$ cat config.mk
export PLATFORM = sky130hd
export DESIGN_NAME = ltu_timer
export DESIGN_NICKNAME = d
export VERILOG_FILES = /design/src/rtl/ltu_timer.sv
export SDC_FILE = /design/constraint.sdc
export NUM_CORES = 1
export LEC_CHECK = 0
export CAP_MARGIN = 10
export CORE_AREA = 2 2 60 62
export CTS_CLUSTER_DIAMETER = 100
export DETAILED_ROUTE_END_ITERATION = 10
export DIE_AREA = 0 0 62 64
export PLACE_DENSITY_LB_ADDON = 0.12
export RECOVER_POWER = 50
export SETUP_SLACK_MARGIN = 0.4
export SYNTH_ARGS = -nofsm -noshare
export SYNTH_HDL_FRONTEND = slang
export SYNTH_SLANG_ARGS = --single-unit
$ cat constraint.sdc
create_clock -name clk -period 2.55 [get_ports clk]
set_clock_uncertainty 0.15 [all_clocks]
set_input_delay 0.3825 -clock clk [delete_from_list [all_inputs] [get_ports clk]]
set_output_delay 0.3825 -clock clk [all_outputs]
set_load 0.1 [all_outputs]
$ cat src/rtl/ltu_timer.sv
`default_nettype none
// ============================================================================
// Module   : ltu_timer
// Brief    : Prescaled tick timer fed by the LTU clock divider selection.
//            Counts ticks up to a live compare value. It raises a sticky
//            match flag and supports one-shot and periodic operation.
// Revision : 1.0 - initial release
// ============================================================================
module ltu_timer #(
    parameter int WIDTH = 16
) (
    input  logic             clk,
    input  logic             reset,
    input  logic [1:0]       LTUCLKDIV,
    input  logic             LTUEN,
    input  logic             LTUMODE,
    input  logic [WIDTH-1:0] LTUCMP,
    input  logic             LTUIRQCLR,
    output logic [WIDTH-1:0] LTUCNT,
    output logic             LTUTICK,
    output logic             LTUIRQ,
    output logic             LTUBUSY,
    output logic             LTUDONE
);

    typedef enum logic [1:0] {
        ST_IDLE = 2'd0,
        ST_RUN  = 2'd1,
        ST_DONE = 2'd2
    } state_t;

    state_t           r_state;
    logic [2:0]       r_presc;
    logic [1:0]       r_div;
    logic             r_sync;
    logic [WIDTH-1:0] r_cnt;
    logic             r_irq;

    logic [2:0]       w_limit;
    logic             w_divchg;
    logic             w_tick;
    logic             w_match;

    // Prescaler terminal count for the registered divider selection
    always_comb begin
        w_limit = 3'd0;
        case (r_div)
            2'd0:    w_limit = 3'd0;
            2'd1:    w_limit = 3'd1;
            2'd2:    w_limit = 3'd3;
            default: w_limit = 3'd7;
        endcase
    end

    // A divider change suppresses the tick in the change cycle so a new
    // divisor never produces a shortened period. The first RUN cycle
    // (r_sync) is a start-up cycle in which the prescaler is held at zero.
    assign w_divchg = (LTUCLKDIV != r_div);
    assign w_tick   = (r_state == ST_RUN) && !r_sync && !w_divchg && (r_presc == w_limit);
    assign w_match  = w_tick && (r_cnt == LTUCMP);

    // Timer state, prescaler, counter and sticky match flag
    always_ff @(posedge clk or negedge reset) begin
        if (!reset) begin
            r_state <= ST_IDLE;
            r_presc <= 3'd0;
            r_div   <= 2'd0;
            r_sync  <= 1'b0;
            r_cnt   <= '0;
            r_irq   <= 1'b0;
        end else begin
            r_div <= LTUCLKDIV;

            // Set has priority over a same-cycle clear
            if (LTUEN && w_match) begin
                r_irq <= 1'b1;
            end else if (LTUIRQCLR) begin
                r_irq <= 1'b0;
            end

            if (!LTUEN) begin
                r_state <= ST_IDLE;
                r_presc <= 3'd0;
                r_sync  <= 1'b0;
                r_cnt   <= '0;
            end else begin
                case (r_state)
                    ST_IDLE: begin
                        r_state <= ST_RUN;
                        r_presc <= 3'd0;
                        r_sync  <= 1'b1;
                        r_cnt   <= '0;
                    end
                    ST_RUN: begin
                        if (r_sync) begin
                            r_sync  <= 1'b0;
                            r_presc <= 3'd0;
                        end else if (w_divchg) begin
                            r_presc <= 3'd0;
                        end else if (w_tick) begin
                            r_presc <= 3'd0;
                            if (w_match) begin
                                if (LTUMODE) begin
                                    r_cnt <= '0;
                                end else begin
                                    r_state <= ST_DONE;
                                end
                            end else begin
                                r_cnt <= r_cnt + 1'b1;
                            end
                        end else begin
                            r_presc <= r_presc + 3'd1;
                        end
                    end
                    ST_DONE: begin
                        r_presc <= 3'd0;
                    end
                    default: begin
                        r_state <= ST_IDLE;
                        r_presc <= 3'd0;
                        r_sync  <= 1'b0;
                        r_cnt   <= '0;
                    end
                endcase
            end
        end
    end

    assign LTUCNT  = r_cnt;
    assign LTUTICK = w_tick;
    assign LTUIRQ  = r_irq;
    assign LTUBUSY = (r_state == ST_RUN);
    assign LTUDONE = (r_state == ST_DONE);

endmodule
`default_nettype wire

==> results.json <==
{
  "syn_area_per_cell_sq_um": 9.635,
  "syn_area_sq_mm": 0.001513,
  "worstPathRequired_ns": 2.63,
  "wl_per_cell_microns": 15.90,
  "final_hold_viol_count": 0,
  "maxSlewHeadroom_pct": 7.378,
  "routed_wl_microns": 4246,
  "grt_pass1_vias": 1416,
  "hold_path_class": "flop to flop",
  "dpl-instance-area_sq_mm": 0.002081,
  "ctsLongestPathBuffers": 2,
  "setup_viol": 0,
  "fp.dieH_microns": 64,
  "syn_to_final_growth_pct": 54.34,
  "power_switching_share_pct": 27.07,
  "worstSkewPairLatency_ns": 0.32,
  "grt_max_degree": 26,
  "drt-met1-wl_microns": 1778,
  "cts_buffers": 3,
  "drt-initial-drc-count": 45,
  "seqPwrFrac_pct": 55.0,
  "ant_nets": 0,
  "num_rows": 21,
  "r2r_slack_ns": 0.02,
  "rr_startpoint": "r_div[1]$_DFF_PN0_",
  "period_needed_ns": 2.525,
  "endpoint_kind": "flop",
  "pre_cts_ws_ns": -0.07993,
  "fp.dieW_microns": 62,
  "whs_path_depth": 1,
  "power.share.clock_pct": 24.8,
  "hold_path_end": "r_state[0]$_DFFE_PN0P_",
  "synth-seq-cells": 25,
  "coreArea_sq_mm": 0.003284,
  "gp_congestion": 0.8505,
  "dieArea_sq_mm": 0.003968,
  "top_layer": "met4",
  "critPathLaunchType": "flop",
  "cts_root_buf": "clkbuf_4",
  "pwr-share-comb_pct": 20.2,
  "ir_drop_mv": 0.2092,
  "dp_cells": 250,
  "num_antenna_cells": 0,
  "critPathArrivalTime_ns": 2.60,
  "fin_area_sq_mm": 0.002335,
  "via_per_inst": 5.457,
  "drive_gt1_share_pct": 38.46,
  "crit_type": "flop to flop",
  "worstHoldStart": "r_state[1]$_DFFE_PN0P_",
  "status": "finished, final reports clean",
  "power.density_mw_per_mm2": 314.8,
  "path_clk_slew_ns": 0.14,
  "syn_nets": 182,
  "gr-total-overflow": 0,
  "setup_slack_ns": 0.02453,
  "seq_area_frac_synth_pct": 41.36,
  "clkSinkCount": 25,
  "grt_pass1_wl_microns": 6382,
  "cts_tree": "built",
  "ys_types": 39,
  "worst-slew-pin-transition_ns": 1.389,
  "portBuffers": 42,
  "antenna_found_initial": 0,
  "fin_cells": 267,
  "rsz0062_at_grt": "yes",
  "intPower_w": 0.0005361,
  "finalPower_w": 0.0007350,
  "drcViolationCount": 0,
  "reg2reg_to": "LTUCNT[9]$_DFFE_PN0P_",
  "maxSlewViolCount": 0,
  "routed-wl-met3_microns": 185,
  "grt_util_all_layers_pct": 21.27,
  "hpwl_microns": 2800,
  "num-nets-final": 247,
  "switchingPower_w": 0.0001989,
  "critPathMaxFanout": 5,
  "synthCells": 157,
  "rr_worst_depth": 10,
  "start_util_pct": 46.06,
  "max_freq_mhz": 396.0,
  "leakage_nw": 0.9153,
  "wl_met2_microns": 2216,
  "fin_crit_sh_pct": 99.04,
  "h-tree-depth": 1,
  "ios": 43,
  "ys_warn_count": 0,
  "cap_viol_max_count": 0,
  "num_vias": 1457,
  "drt_first_pass_iters": 4
}
Yosys cell counts, drive strengths merged:
| cell | instances | area (sq um) |
|---|---|---|
| a2111oi | 1 | 27.53 |
| nor3b | 2 | 15.01 |
| a41oi | 1 | 16.27 |
| nor4 | 5 | 31.28 |
| o211ai | 1 | 7.510 |
| a22o | 1 | 10.01 |
| nand2b | 1 | 6.260 |
| mux2 | 1 | 11.26 |
| nor2 | 16 | 62.56 |
| nand4b | 1 | 8.760 |
| a211oi | 7 | 52.55 |
| nor2b | 2 | 12.51 |
| xor2 | 18 | 157.7 |
| dfrtp | 25 | 625.6 |
| inv | 5 | 18.77 |
| xnor2 | 11 | 96.34 |
| a21oi | 7 | 42.54 |
| and2 | 1 | 6.260 |
| and3 | 4 | 25.02 |
| nand2 | 8 | 30.03 |
| nor3 | 3 | 15.01 |
| nand3 | 9 | 45.04 |
| or4 | 1 | 7.510 |
| o21ai | 8 | 43.79 |
| nand4 | 3 | 18.77 |
| or2 | 1 | 6.260 |
| ha | 2 | 25.02 |
| or3 | 4 | 26.28 |
| o41ai | 1 | 8.760 |
| o21a | 1 | 7.510 |
| clkbuf | 1 | 3.750 |
| buf | 4 | 35.03 |
| a31oi | 1 | 6.260 |
per-stage QoR:
stage / util (%) / hold slack (ns) / setup TNS (ns)
5_1_grt: 71.09 / 0.3847 / -0.2908
3_3_place_gp: 63.35 / 0.3105 / -0.8757
2_1_floorplan: - / -0.06309 / 0
6_report: 71.09 / 0.3467 / 0
3_5_place_dp: 63.35 / 0.3313 / -1.003
4_1_cts: 67.54 / 0.2829 / 0
kinds of logic after synthesis:
logic type | synth area share [%]
AOI/OAI and AO/OA | 14.72
and+or+nand+nor | 20.93
muxes | 0.7444
adders and majority gates | 1.654
xor gates and xnor gates | 16.79
DFF | 41.36
buffers and inverters | 3.804
power groups by stage:
stage	clock network, W	logic, W	registers, W
2_1_floorplan	0	0.0000542	0.000414
3_3_place_gp	0	0.000117	0.000413
3_5_place_dp	0	0.000120	0.000413
4_1_cts	0.000183	0.000134	0.000404
5_1_grt	0.000206	0.000158	0.000405
6_report	0.000182	0.000148	0.000404
flip-flops by register name, indices dropped and copies added, names as in the netlist:
signal and cells:
r_div 2, LTUCNT 16, r_sync 1, r_state 2, r_presc 3, LTUIRQ 1
final cells by class:
| type | count | area [sq um] |
|---|---|---|
| multi-input combinational | 122 | 979.7 |
| fill | 247 | 949.7 |
| sequential | 25 | 663.1 |
| timing repair buffer | 65 | 585.6 |
| tap | 46 | 57.56 |
| clock buffer | 4 | 26.28 |
| inverter | 5 | 22.52 |
what timing repair did:
action                                  CTS  global route
cloned                                    0             1
resized for setup                        13            11
buffers inserted                          7             5
hold buffers                              0             0
endpoints found under the setup margin   19            20
pin swaps                                 6             8
layout by cell type, fill, tap and decap left out, types with 3 or more instances in the layout:
master / count
a211oi_4: 5
a21oi_1: 4
and3_1: 4
buf_12: 4
buf_4: 31
buf_6: 3
clkbuf_1: 6
clkbuf_4: 3
clkdlybuf4s50_1: 20
dfrtp_1: 9
dfrtp_2: 9
dfrtp_4: 7
inv_1: 4
nand2_1: 8
nand3_1: 9
nand4_1: 3
nor2_1: 14
nor3_1: 3
nor4_1: 5
o21ai_0: 4
o21ai_2: 4
or3_1: 3
xnor2_1: 11
xor2_1: 18
critical path: stages (launching register included):
cell,delay (ns)
dfrtp_1,0.44
or4_4,0.54
a21oi_4,0.17
buf_4,0.14
or2_2,0.13
nand4_1,0.12
buf_6,0.17
buf_12,0.12
a211oi_4,0.23
xnor2_1,0.15
nor2_1,0.06
layer usage:
metal  global-route usage, %  vias to the layer above
met5                       0                        -
li1                        -                      682
met4                   6.915                        0
met2                   37.24                       59
met1                   26.38                      708
met3                   2.024                        8
worst max-delay path by stage:
stage	start	to	slack (ns)	cells after the start
detailed placement	LTUCMP[3]	LTUCNT[9]$_DFFE_PN0P_	-0.08	9
global placement	LTUCMP[3]	LTUCNT[11]$_DFFE_PN0P_	-0.07	9
CTS	r_div[1]$_DFF_PN0_	LTUTICK	0.03	6
global route	r_div[1]$_DFF_PN0_	LTUTICK	-0.06	6
finish	r_div[1]$_DFF_PN0_	LTUCNT[9]$_DFFE_PN0P_	0.02	10
floorplan	r_div[0]$_DFF_PN0_	LTUTICK	0.23	4
(Power assumes the default switching activity.)
